--- src/rtl/anim_seq_pkg.sv ---
// Shared state encoding, frame-index constants and the resume helper for the
// animation sequencer.
package anim_seq_pkg;

    typedef logic [2:0]  state_t;
    typedef logic [11:0] frame_t;

    // FSM state encoding (also driven out on the state port)
    localparam state_t ST_IDLE = 3'd0;
    localparam state_t ST_RUN  = 3'd1;
    localparam state_t ST_JUMP = 3'd2;
    localparam state_t ST_DUCK = 3'd3;
    localparam state_t ST_DEAD = 3'd4;

    // Frame index map: 1..640 run loop, 642..645 jump, 646..649 duck, 650 dead
    localparam frame_t RUN_LEN     = 12'd640;
    localparam frame_t HALF_IDX    = 12'd128;
    localparam frame_t JUMP_BASE   = 12'd642;
    localparam frame_t DOWN_BASE   = 12'd646;
    localparam frame_t ACT_LEN     = 12'd4;
    localparam frame_t DEAD_IDX    = 12'd650;
    localparam frame_t RESUME_SKIP = 12'd4;

    localparam frame_t JUMP_LAST   = JUMP_BASE + ACT_LEN - 12'd1;
    localparam frame_t DOWN_LAST   = DOWN_BASE + ACT_LEN - 12'd1;

    // Run frame to resume at after an action: skip ahead, folding past the
    // end of the run loop back to its start (never lands on 0 or 641).
    function automatic frame_t resume_idx(input frame_t saved);
        frame_t sum;
        sum = saved + RESUME_SKIP;
        if (sum > RUN_LEN) begin
            return sum - RUN_LEN;
        end
        return sum;
    endfunction

endpackage

--- src/rtl/anim_seq_ctrl_if.sv ---
// Player-input / sprite-output bundle of the animation sequencer.
interface anim_seq_ctrl_if;

    logic        slow_clk;
    logic        kp_jump;
    logic        kp_down;
    logic        dead;
    logic [11:0] frame_idx;
    logic [2:0]  state;
    logic        action_done;
    logic        run_wrap;

    // Stimulus side: drives frame clock and key/collision levels
    modport master (
        output slow_clk, kp_jump, kp_down, dead,
        input  frame_idx, state, action_done, run_wrap
    );

    // Sequencer side
    modport slave (
        input  slow_clk, kp_jump, kp_down, dead,
        output frame_idx, state, action_done, run_wrap
    );

endinterface

--- src/rtl/anim_seq_ctrl_tick_sync.sv ---
// Brings the asynchronous frame-rate square wave into the clk domain and
// produces a one-clk tick per rising edge. An edge only counts once two
// genuine post-reset samples exist, so a wave already high at reset release
// does not fire a tick.
module tick_sync (
    input  logic clk,
    input  logic rst,
    input  logic i_async,
    output logic o_tick
);

    logic       r_sync1;
    logic       r_sync2;
    logic       r_prev;
    logic [1:0] r_fill;
    logic       r_prev_vld;

    // Two-flop synchronizer plus history flop and sample-validity tracking
    always_ff @(posedge clk or posedge rst) begin
        if (rst) begin
            r_sync1    <= 1'b0;
            r_sync2    <= 1'b0;
            r_prev     <= 1'b0;
            r_fill     <= 2'b00;
            r_prev_vld <= 1'b0;
        end else begin
            r_sync1    <= i_async;
            r_sync2    <= r_sync1;
            r_prev     <= r_sync2;
            r_fill     <= {r_fill[0], 1'b1};
            r_prev_vld <= r_fill[1];
        end
    end

    assign o_tick = r_prev_vld & r_sync2 & ~r_prev;

endmodule

--- src/rtl/anim_seq_ctrl.sv ---
// Sprite/note index sequencer: runs a 640-frame loop with a one-shot intro
// replay, inserts 4-frame jump/duck actions that resume slightly ahead, and
// parks on a death frame while the collision flag is held.
module anim_seq_ctrl (
    input  logic            clk,
    input  logic            rst,
    anim_seq_ctrl_if.slave  bus
);
    import anim_seq_pkg::*;

    logic   w_tick;
    state_t r_state;
    frame_t r_frame;
    frame_t r_saved;
    logic   r_intro;
    logic   r_done;
    logic   r_wrap;

    state_t w_state_nxt;
    frame_t w_frame_nxt;
    frame_t w_saved_nxt;
    logic   w_intro_nxt;
    logic   w_done_nxt;
    logic   w_wrap_nxt;

    tick_sync u_tick_sync (
        .clk     (clk),
        .rst     (rst),
        .i_async (bus.slow_clk),
        .o_tick  (w_tick)
    );

    // Next-state decision for one frame tick: dead > jump > duck > advance
    always_comb begin
        w_state_nxt = r_state;
        w_frame_nxt = r_frame;
        w_saved_nxt = r_saved;
        w_intro_nxt = r_intro;
        w_done_nxt  = 1'b0;
        w_wrap_nxt  = 1'b0;
        if (bus.dead) begin
            w_state_nxt = ST_DEAD;
            w_frame_nxt = DEAD_IDX;
            w_saved_nxt = '0;
        end else begin
            case (r_state)
                ST_IDLE: begin
                    w_state_nxt = ST_RUN;
                    w_frame_nxt = 12'd1;
                end
                ST_RUN: begin
                    if (bus.kp_jump) begin
                        w_saved_nxt = r_frame;
                        w_state_nxt = ST_JUMP;
                        w_frame_nxt = JUMP_BASE;
                    end else if (bus.kp_down) begin
                        w_saved_nxt = r_frame;
                        w_state_nxt = ST_DUCK;
                        w_frame_nxt = DOWN_BASE;
                    end else if (r_frame == HALF_IDX) begin
                        // First pass through the intro replays it once
                        if (!r_intro) begin
                            w_frame_nxt = 12'd1;
                            w_intro_nxt = 1'b1;
                        end else begin
                            w_frame_nxt = HALF_IDX + 12'd1;
                        end
                    end else if (r_frame >= RUN_LEN) begin
                        w_frame_nxt = 12'd1;
                        w_wrap_nxt  = 1'b1;
                    end else begin
                        w_frame_nxt = r_frame + 12'd1;
                    end
                end
                ST_JUMP: begin
                    if (r_frame >= JUMP_LAST) begin
                        w_state_nxt = ST_RUN;
                        w_frame_nxt = resume_idx(r_saved);
                        w_done_nxt  = 1'b1;
                    end else begin
                        w_frame_nxt = r_frame + 12'd1;
                    end
                end
                ST_DUCK: begin
                    if (r_frame >= DOWN_LAST) begin
                        w_state_nxt = ST_RUN;
                        w_frame_nxt = resume_idx(r_saved);
                        w_done_nxt  = 1'b1;
                    end else begin
                        w_frame_nxt = r_frame + 12'd1;
                    end
                end
                ST_DEAD: begin
                    w_state_nxt = ST_RUN;
                    w_frame_nxt = 12'd1;
                    w_intro_nxt = 1'b0;
                end
                default: begin
                    w_state_nxt = ST_IDLE;
                    w_frame_nxt = '0;
                    w_saved_nxt = '0;
                    w_intro_nxt = 1'b0;
                end
            endcase
        end
    end

    // State registers advance only on tick; event pulses last one clk
    always_ff @(posedge clk or posedge rst) begin
        if (rst) begin
            r_state <= ST_IDLE;
            r_frame <= '0;
            r_saved <= '0;
            r_intro <= 1'b0;
            r_done  <= 1'b0;
            r_wrap  <= 1'b0;
        end else begin
            r_done <= w_tick & w_done_nxt;
            r_wrap <= w_tick & w_wrap_nxt;
            if (w_tick) begin
                r_state <= w_state_nxt;
                r_frame <= w_frame_nxt;
                r_saved <= w_saved_nxt;
                r_intro <= w_intro_nxt;
            end
        end
    end

    assign bus.frame_idx   = r_frame;
    assign bus.state       = r_state;
    assign bus.action_done = r_done;
    assign bus.run_wrap    = r_wrap;

endmodule

--- src/flat_wrapper.sv ---
// flat-port wrapper written by rule: the top's interface ports become plain ports
module anim_seq_ctrl_flat import anim_seq_pkg::*;
  (clk, rst, bus_slow_clk, bus_kp_jump, bus_kp_down, bus_dead, bus_frame_idx, bus_state, bus_action_done, bus_run_wrap);
  anim_seq_ctrl_if bus_i ();
  input  logic clk;
  input  logic rst;
  input wire logic [$bits(bus_i.slow_clk)-1:0] bus_slow_clk;
  input wire logic [$bits(bus_i.kp_jump)-1:0] bus_kp_jump;
  input wire logic [$bits(bus_i.kp_down)-1:0] bus_kp_down;
  input wire logic [$bits(bus_i.dead)-1:0] bus_dead;
  output wire logic [$bits(bus_i.frame_idx)-1:0] bus_frame_idx;
  output wire logic [$bits(bus_i.state)-1:0] bus_state;
  output wire logic [$bits(bus_i.action_done)-1:0] bus_action_done;
  output wire logic [$bits(bus_i.run_wrap)-1:0] bus_run_wrap;
  assign bus_i.slow_clk = bus_slow_clk;
  assign bus_i.kp_jump = bus_kp_jump;
  assign bus_i.kp_down = bus_kp_down;
  assign bus_i.dead = bus_dead;
  assign bus_frame_idx = bus_i.frame_idx;
  assign bus_state = bus_i.state;
  assign bus_action_done = bus_i.action_done;
  assign bus_run_wrap = bus_i.run_wrap;
  anim_seq_ctrl u_core (.clk(clk), .rst(rst), .bus(bus_i));
endmodule
--- config.mk ---
export PLATFORM = sky130hd
export DESIGN_NAME = anim_seq_ctrl_flat
export DESIGN_NICKNAME = d
export VERILOG_FILES = /design/src/rtl/anim_seq_pkg.sv /design/src/rtl/anim_seq_ctrl_if.sv /design/src/rtl/anim_seq_ctrl_tick_sync.sv /design/src/rtl/anim_seq_ctrl.sv /design/src/flat_wrapper.sv
export SDC_FILE = /design/constraint.sdc
export NUM_CORES = 1
export LEC_CHECK = 0
export CAP_MARGIN = 20
export CORE_ASPECT_RATIO = 1.4
export CORE_MARGIN = 2
export CORE_UTILIZATION = 52
export CTS_CLUSTER_SIZE = 14
export DETAILED_ROUTE_END_ITERATION = 12
export PLACE_DENSITY = 0.77
export REMOVE_ABC_BUFFERS = 1
export SLEW_MARGIN = 30
export SYNTH_ARGS = -nofsm -noshare
export SYNTH_HDL_FRONTEND = slang
export SYNTH_SLANG_ARGS = --single-unit
--- constraint.sdc ---
create_clock -name clk -period 2.65 [get_ports clk]
set_input_delay 0.265 -clock clk [delete_from_list [all_inputs] [get_ports clk]]
set_output_delay 0.265 -clock clk [all_outputs]
set_load 0.01 [all_outputs]
**Word-level counts from Yosys, hierarchy flattened**

Cells that the tools add are included.

- Add/sub/neg operators: 3
- Multiply operators: 0
- Divide/modulo/power cells: 0
- Magnitude comparators: 4
- Eq/ne operators: 12
- Shift-type cells: 0
- Mux-type cells: 43
- Bitwise operators: 7
- Reductions and logical operators: 7

Operators with widths:

| cell | count |
|---|---|
| $mux W12 | 13 |
| $pmux W12 S4 | 1 |
| $ge A12 B10 Y1 const B | 3 |
| $pmux W12 S2 | 1 |
| $mux W1 | 19 |
| $mux W3 | 5 |
| $add A12 B1 Y12 const B | 1 |
| $add A12 B3 Y12 const B | 1 |
| $eq A12 B8 Y1 const B | 1 |
| $gt A12 B10 Y1 const B | 1 |
| $pmux W3 S4 | 1 |
| $sub A12 B10 Y12 const B | 1 |
| $mux W8 | 1 |
| $eq A3 B2 Y1 const B | 2 |
| $ne A3 B2 Y1 const B | 2 |
| $reduce_and A6 Y1 | 1 |
| $and A1 B1 Y1 | 4 |
| $ne A2 B1 Y1 const B | 2 |
| $ne A2 B2 Y1 const B | 2 |
| $ne A4 B4 Y1 const B | 1 |
| $pmux W1 S2 | 2 |
| $reduce_and A4 Y1 | 1 |
| $reduce_or A4 Y1 | 1 |
| $eq A3 B1 Y1 const B | 1 |
| other kinds (6) | 8 |

- Flip-flop bits (word level): 36
- Latch bits: 0
- RAM bits: 0
- Bits in read-only memories: 0
- Bits of input ports: 6
- Output and inout bits: 17
- Logic and storage cells: 87
- Memories: 0

**Logic depth before layout (Yosys ltp)**

Gate-level depths: netlist (run 1).

- Depth in word-level cells: 10
- Mapped depth: 11
- Gate-level depth less buffers: 10

**Hierarchy**

Synthesis (run 1) repeated with hierarchy kept, for this count alone.

- Cell total of the unflattened synthesis: 289
- Area total of the unflattened synthesis: 2,492.4 µm²

Modules (own cells, without submodules):

| module | instances | cells each | area each (µm²) | seq. area each (µm²) |
|---|---|---|---|---|
| anim_seq_ctrl | 1 | 280 | 2,326.0 | 750.7 |
| tick_sync | 1 | 9 | 166.4 | 150.1 |

**Worst setup path after synthesis (run 1)**

No wires, ideal clock.

- Kind: reg2reg
- Start: register u_core.r_saved[2]
- End: register u_core.r_frame[11], in the netlist u_core.bus.frame_idx[11]
- Library setup time: 122 ps
- Arrival: 2,408 ps
- Data required time: 2,528 ps
- Setup slack: 120 ps
- Cell stages (with the launch flop): 12
- Path buffers: 1
- Clock period less this slack: 2,530 ps
- Cell sequence: dfrtp_1 > ha_1 > clkbuf_1 > and4_1 > nand2_1 > xor2_1 > ha_1 > nand2b_1 > a221oi_1 > o22ai_1 > xor2_1 > a32o_1

- Word-level cells in the longest chain between the ends: 10
- Elaborated cells between the ends (all ways): 17
- Those cells by class: 2 x add/sub; 1 x order compare; 14 x mux

RTL lines:

| element | line | text |
|---|---|---|
| from (decl) | anim_seq_ctrl.sv:14 | `frame_t r_saved;` |
| from (signal assigned) | anim_seq_ctrl.sv:123 | `r_saved <= w_saved_nxt;` |
| $add A12 B3 Y12 * | anim_seq_pkg.sv:31 | `sum = saved + RESUME_SKIP;` |
| $gt A12 B10 Y1 | anim_seq_pkg.sv:32 | `if (sum > RUN_LEN) begin` |
| $mux W1 | anim_seq_pkg.sv:32 |  |
| $mux W1, on equally long branches | anim_seq_ctrl.sv:85, anim_seq_ctrl.sv:76 |  |
| $mux W1 | anim_seq_ctrl.sv:46 | `case (r_state)` |
| $mux W1 | anim_seq_ctrl.sv:41 | `if (bus.dead) begin` |
| $mux W12 | anim_seq_pkg.sv:35 | `return sum;` |
| $mux W12, on equally long branches | anim_seq_ctrl.sv:85, anim_seq_ctrl.sv:76 |  |
| $pmux W12 S4 * | anim_seq_ctrl.sv:46 |  |
| $mux W12 * | anim_seq_ctrl.sv:41 |  |
| to (signal assigned) | anim_seq_ctrl.sv:122 | `r_frame <= w_frame_nxt;` |
| to (decl) | anim_seq_ctrl.sv:13 | `frame_t r_frame;` |

Mark *: on every way between the ends. The rest lies on a longest branch, timed or not. The select of a mux whose other input is x is not followed.
A chain may end at the register's enable or synchronous reset.

**Final worst setup path (run 1)**

Same ends and word-level chain as after synthesis.

==> results of run 1 <==
-- cell usage in the layout (no fill, tap or decap), drive strengths merged, types with 4 or more instances in the layout --
master / netlist / routed
ha: 7 / 7
a22oi: 5 / 5
xor2: 4 / 4
nor2: 23 / 23
o21ai: 21 / 21
or2: 5 / 5
xnor2: 10 / 10
clkdlybuf4s50: 0 / 22
dfrtp: 36 / 36
inv: 9 / 9
nand2: 48 / 48
a211o: 5 / 5
a31oi: 5 / 5
buf: 5 / 10
nand3: 7 / 7
clkbuf: 14 / 7
nor3: 10 / 10
a21oi: 11 / 11
or3: 4 / 4
nand4: 4 / 4
-- worst paths after layout --
kind / from / to
worst max-delay path: u_core.r_saved[2] / u_core.bus.frame_idx[11]
worst min-delay path: u_core.u_tick_sync.r_sync1 / u_core.u_tick_sync.r_sync2
worst max register to register: u_core.r_saved[2] / u_core.bus.frame_idx[11]
worst min register to register: u_core.u_tick_sync.r_sync1 / u_core.u_tick_sync.r_sync2
max in group asynchronous: rst / u_core.bus.frame_idx[3]
min in group asynchronous: rst / u_core.r_saved[8]
-- area by class of cell --
type	count	area (um2)
clock buffer	7	96.3
inverter	9	33.8
fill	384	1670
sequential	36	901
clock inverter	1	30.0
multi-input combinational	224	1360
timing repair buffer	32	295
tap	62	77.6
-- where the power goes --
part | internal [W] | total, W | switching [W]
logic | 0.000243 | 0.000519 | 0.000276
registers | 0.000601 | 0.000704 | 0.000103
clock network | 0.000332 | 0.000530 | 0.000198
-- layer usage --
layer  share of wire (%)  global-route usage, %  wire length (um)  vias up
met3                 3.9                   3.88               231       23
met1                  41                   30.2              2400     1020
met2                  50                   41.3              2960       58
met5                   0                      0                 0        -
li1                    -                      -                 -     1071
met4                 4.8                   15.0               282        0
-- metrics by stage --
step	hold WS (ps)	utilization [%]	instances	setup slack, ps	power [W]
floorplan	296	-	269	231	0.00100
global placement	335	59.6	363	264	0.00122
detailed placement	338	59.6	363	220	0.00123
CTS	355	62.5	371	162	0.00175
global route	372	62.5	371	0.0482	0.00183
finish	353	62.5	371	144	0.00175
-- worst max-delay path: stages (launching register included) --
cell and delay, ps:
dfrtp_1 430, ha_1 230, and4_2 270, nand2_1 80
xor2_1 210, ha_1 250, nand3_1 90, mux2_2 280
o22ai_1 160, xor2_1 110, a32o_1 280
-- registers in the layout, indices dropped and copies added (netlist names) --
signal / count
u_core.u_tick_sync.r_sync2: 1
u_core.u_tick_sync.r_fill: 2
u_core.r_intro: 1
u_core.u_tick_sync.r_sync1: 1
u_core.u_tick_sync.r_prev_vld: 1
u_core.u_tick_sync.r_prev: 1
u_core.bus.state: 3
u_core.bus.action_done: 1
u_core.bus.run_wrap: 1
u_core.r_saved: 12
u_core.bus.frame_idx: 12
-- logic make-up (layout without fill, tap and decap cells) --
kind of cell / after synthesis / in the layout
compound gates: 76 / 76
buf+inv: 28 / 49
xor+xnor: 14 / 14
flops: 36 / 36
simple gates: 125 / 125
mux: 1 / 1
other cells: 1 / 1
fa+ha+maj: 7 / 7
-- repair_timing --
action	in CTS	in global routing
hold buffers	0	0
endpoints found under the setup margin	0	1
gates resized for setup	0	1
buffers inserted	0	0
==> impl_results.md, run 1 <==
- Post-layout net count: 321
- CORE AREA: 4460 um2
- Compound-Gate Fraction of Synth Area: approximately 22%
- TritonCTS Sinks: 36
- Top post-synthesis cells by count: nand2_1, dfrtp_1, nor2_1, o21ai_0, clkbuf_1
- Max Root-Sink Buffers: 2
- Die height: 83.8 um
- Antenna violations before repair: 0
- Hpwl dp: 4250 um
- Worst min-delay path class: reg2reg
- Power per cell area: approximately 630 nW/um2
- Final setup viols: 0
- Clk root buf: clkbuf_8
- Ports: 23
- Slack of the worst reg-to-reg path: about 140 ps
- Clock H-tree levels: 2
- Post-synthesis sequential area ratio: 38.1%
- Floorplan row count: 29
- Via/cell ratio: 5.85
- Ys Warns: 0
- Fmax: 0.399 GHz
- Vias: 2172
- Yosys top cell area share: 38.1%
- Setup TNS Final: 0 ps
- Starting Density: 53.0%
- Vias in the first global route: 2068
- CTS tree: yes
- CP Class: reg2reg
- GPL Wtd Cong: ~0.91
- Area Growth Syn to Fin: 17.9%
- EDFF count, synth: 0
- Post-synthesis mux area share: 0.476%
- RSZ-0062 raised after global routing: false
- First-pass GRT wire length: 9610 um
- Port buffer count: 22
- Worst vdd ir: around 0.00041 V
- Clk_skew: 3.05 ps
- Synth Flop Type: dfrtp_1
- Synth Register Bits: 36
- Die width: between 60 and 70 um
- Reg clk slew, reported paths: 70 ps
- First-pass DRT Iterations: 4
- DRT antenna net count: 0
- Max Cap Viol: 0
- Hold Crit Depth: 0
- Dominant cells by area after synthesis: dfrtp_1, nand2_1, o21ai_0
- Share of layout cells above drive strength 1: 8.74%
- Clock Latency Late Sink: 290 ps
- Synth cell types: 52
- CP Max Fanout: 6
- Total CTS buffers: 5
- GRT overflow: 0
- Largest net degree at the start of global routing: 37
- Worst setup SP type: flip-flop
- Routed wire length: 5880 um
- Post-Synth XOR/XNOR Area: 5.18%
- Slew Viols, Final: 0
- Status: completed
- Yosys top cell by area: dfrtp_1
- Final Cycle Share: 94.6%
- Hold Vio Cnt, Final: 0
- GRT Total Usage: around a quarter
- Slew @ Worst Pin: 560 ps
- Design area: 2790 um2
- Mapped Cells: around 290
- Worst slew margin: 62.4%
- Async set-or-reset flop fraction in the synthesized netlist: 100%
- Avg Cell Area, Syn: approximately 8.2 um2
- Critical Path AT: 2680 ps
- CP endpoint kind: flip-flop
- N_diodes: 0
- Post-DR wirelength/cell: roughly 16 um
- Worst Reg-to-Reg Cells: 10
- Synthesized cell area: 2370 um2
- Die area: 5110 um2
- Tmin final: 2510 ps
- Largest family of logic cells by synthesized area: simple AND/OR/NAND/NOR gates
- Most common cell in the netlist: nand2_1
- CP required: 2830 ps
- Post-Synth Simple-Gate Area: between 20% and 30%
- Lkg Pwr: 1.11 nW
- Initial DRC Count: 164
- Drt drc: 0
- Dpl cell area: 2660 um2
- Post-Synth Adder-Cell Area: 3.70%
No activity file was read; power rests on OpenSTA's default activity.
==> run 2, diff against run 1 <==
CAP_MARGIN = 40   (was 20)
PLACE_DENSITY = 0.76   (was 0.77)
SYNTH_HIERARCHICAL = 1   (was default)
==> impl_results.md, run 2 <==
- Vias: 2379 (was 2172)
- Starting Density: 54.5% (was 53.0%)
- EDFF count, synth: 0 (unchanged)
- Max Root-Sink Buffers: 2 (unchanged)
- Floorplan row count: 29 (unchanged)
- Die height: 85.9 um (was 83.8 um)
- Ys Warns: 6 (was 0)
- Port buffer count: 22 (unchanged)
- GRT Total Usage: 27.1% (was 25.3%)
- Avg Cell Area, Syn: 8.62 um2 (was 8.22 um2)
- Max Cap Viol: 0 (unchanged)
- Fillers: 401 (was 384)
- Bufs and invs on worst path: 1 (was 0)
- Largest net degree at the start of global routing: 31 (was 37)
- CP endpoint kind: flip-flop (unchanged)
- FF/Latch Area: 901 um2 (unchanged)
- CP required: 2840 ps (was 2830 ps)
- Die width: 62.5 um (was 61.0 um)
- Tmin final: 2540 ps (was 2510 ps)
- First-pass GRT wire length: 11400 um (was 9610 um)
- Setup TNS Final: 0 ps (unchanged)
- Delay of the slowest cell on the worst path: 420 ps (was 430 ps)
- NetSw: 0.000617 W (was 0.000576 W)
- Top cell by count, worst path: ha_2
- Power per cell area: 555 nW/um2 (was 628 nW/um2)
- Routed wire length: 7020 um (was 5880 um)
- GPL Wtd Cong: 0.917 (was 0.913)
- CORE AREA: 4570 um2 (was 4460 um2)
- Post-synthesis sequential area ratio: 36.1% (was 38.1%)
- Slew @ Worst Pin: 574 ps (was 560 ps)
- Total Power: 0.00170 W (was 0.00175 W)
- Worst vdd ir: 0.000425 V (was 0.000408 V)
- Share of layout cells above drive strength 1: 17.8% (was 8.74%)
- Via/cell ratio: 6.04 (was 5.85)
- N_diodes: 0 (unchanged)
- Int Pwr: 0.00108 W (was 0.00118 W)
- Clock power share: 24.2% (was 30.2%)
- Dominant cells by area after synthesis: dfrtp_1, nand2_1, o21ai_0 (unchanged)
- Die area: 5370 um2 (was 5110 um2)
- Hpwl dp: 5050 um (was 4250 um)
- Critical Path AT: 2730 ps (was 2680 ps)
- CP Max Fanout: 4 (was 6)
- Fmax: 0.393 GHz (was 0.399 GHz)
- Sw frac: 36.3% (was 32.9%)
- CP Class: reg2reg (unchanged)
- Clock Latency Late Sink: 290 ps (about the same)
- Clk_skew: 6.57 ps (was 3.05 ps)
- Status: completed (unchanged)
- Clock H-tree levels: 2 (unchanged)
- Post-DR wirelength/cell: 17.8 um (was 15.9 um)
- Synth cell types: 66 (was 52)
- Footprint of the multi-input gates: 1500 um2 (was 1360 um2)
- CP max-delay cell: or4_4 (was dfrtp_1)
- Vias in the first global route: 2346 (was 2068)
- CTS tree: yes (unchanged)
- Drt drc: 0 (unchanged)
- Total CTS buffers: 5 (unchanged)
- Synth Register Bits: 36 (unchanged)
- Lkg Pwr: 1.26 nW (was 1.11 nW)
- Top post-synthesis cells by count: dfrtp_1, nand2_1, o21ai_0, nor2_1, inv_1 (was nand2_1, dfrtp_1, nor2_1, o21ai_0, clkbuf_1)
- CP Cell Sequence: ha_2 > and2_4 > nand4_1 > xnor2_2 > inv_1 > ha_2 > or4_4 > a21oi_2 > a211oi_2 > xnor2_1 > o32ai_1 (was ha_1 > and4_2 > nand2_1 > xor2_1 > ha_1 > nand3_1 > mux2_2 > o22ai_1 > xor2_1 > a32o_1)
- Antenna violations before repair: 0 (unchanged)
- GRT overflow: 0 (unchanged)
- Yosys top cell area share: 36.1% (was 38.1%)
- Area Growth Syn to Fin: 22.9% (was 17.9%)
- Kind of cell adding the most delay to the critical path: simple AND/OR/NAND/NOR gates (was adder cells)
- Synth Flop Type: dfrtp_1 (unchanged)
- DRT antenna net count: 0 (unchanged)
- TritonCTS Sinks: 36 (unchanged)
- Post-layout net count: 344 (was 321)
- Initial DRC Count: 156 (was 164)
- Hold Vio Cnt, Final: 0 (unchanged)
- First-pass DRT Iterations: 4 (unchanged)
- Yosys top cell by area: dfrtp_1 (unchanged)
- Clk root buf: clkbuf_8 (unchanged)
- Async set-or-reset flop fraction in the synthesized netlist: 100% (unchanged)
- Slew Viols, Final: 0 (unchanged)
- Synthesized cell area: 2490 um2 (was 2370 um2)
- PnR worst setup slack: 105 ps (was 144 ps)
- Mapped Cells: 289 (was 288)
- Worst min-delay path class: in2async (was reg2reg)
- Final setup viols: 0 (unchanged)
- Final core utilization: 67.0% (was 62.5%)
- Ports: 23 (unchanged)
- Pre-CTS setup slack: 16.9 ps (was 220 ps)
- Final Cycle Share: 96.0% (was 94.6%)
- Power share of the sequential group: 40.1% (was 40.2%)
- Reg clk slew, reported paths: 70 ps (about the same)
- Logic pwr share: 35.7% (was 29.6%)
- Worst setup SP type: flip-flop (unchanged)
- Worst slew margin: 61.4% (was 62.4%)
- Most frequent cells in the layout: nand2_1, dfrtp_1, buf_4 (was nand2_1, dfrtp_1, nor2_1)
## run 2: cell types whose count changed after synthesis, moves of 3 or more
cell      previous run  this run
nor2_1              23        18
inv_1                9        15
o22ai_1              1         4
a32o_1               3         0
clkbuf_1            14         9
nor2b_1              2         5
nand2_1             48        36
a211o_1              5         0
and2_1               3         6
nand3_1              7        13
## run 2: area by class of cell
class,count,area share [%]
Sequential cell,36,29.4
Clock inverter,1,0.245
Inverter,16,1.96
Tap cell,62,2.53
Multi-Input combinational cell,222,49.0
Timing Repair Buffer,50,14.1
Clock buffer,7,2.82
## run 2: through the flow
step	instances	hold slack (ps)	area (um2)
after floorplan	274	56.0	2420
after global placement	382	332	2900
after detailed placement	382	336	2900
after CTS	390	221	3000
after global routing	394	227	3060
final	394	210	3060
## run 2: worst paths after layout
check | end | slack (ps) | cells past startpoint | from
setup / recovery | u_core/bus.frame_idx[11] | 110 | 11 | u_core/r_saved[3]
hold / removal | u_core/u_tick_sync/r_sync2 | 210 | 2 | rst
setup reg to reg | u_core/bus.frame_idx[11] | 110 | 11 | u_core/r_saved[3]
hold reg to reg | u_core/u_tick_sync/r_prev_vld | 360 | 0 | u_core/u_tick_sync/r_fill[1]
max in group asynchronous | u_core/r_saved[11] | 1960 | 3 | rst
min in group clk | u_core/u_tick_sync/r_prev_vld | 360 | 0 | u_core/u_tick_sync/r_fill[1]
## run 2: timing repair
| action | in CTS | in global routing |
|---|---|---|
| hold buffers | 0 | 0 |
| setup endpoints to repair | 1 | 7 |
| setup buffers | 0 | 4 |
| pin swaps | 0 | 9 |
| gates resized for setup | 1 | 8 |
## run 2: power by group through the flow
stage	clock [W]	combinational, W	sequential (W)
6_report	0.000412	0.000607	0.000682
5_1_grt	0.000443	0.000653	0.000692
4_1_cts	0.000420	0.000581	0.000679
3_5_place_dp	0	0.000577	0.000690
3_3_place_gp	0	0.000570	0.000687
2_1_floorplan	0	0.000322	0.000709
## run 2: logic make-up after synthesis
kind of cell	after synthesis	synth area share (%)
other	1	0.150
and+or+nand+nor	121	26.2
AOI/OAI and AO/OA	76	22.4
DFF	36	36.1
muxes	3	1.31
adders and majority gates	7	3.51
buffers and inverters	31	5.32
xor gates and xnor gates	14	4.92
## run 2: per-layer routing
layer | up-vias | wire length [um] | GRT usage, % | share of wire (%)
met5 | - | 0 | 0 | 0
met4 | 0 | 218 | 11.3 | 3.1
met3 | 18 | 273 | 3.54 | 3.9
met2 | 92 | 3670 | 49.0 | 52
met1 | 1142 | 2850 | 32.2 | 41
li1 | 1127 | - | - | -
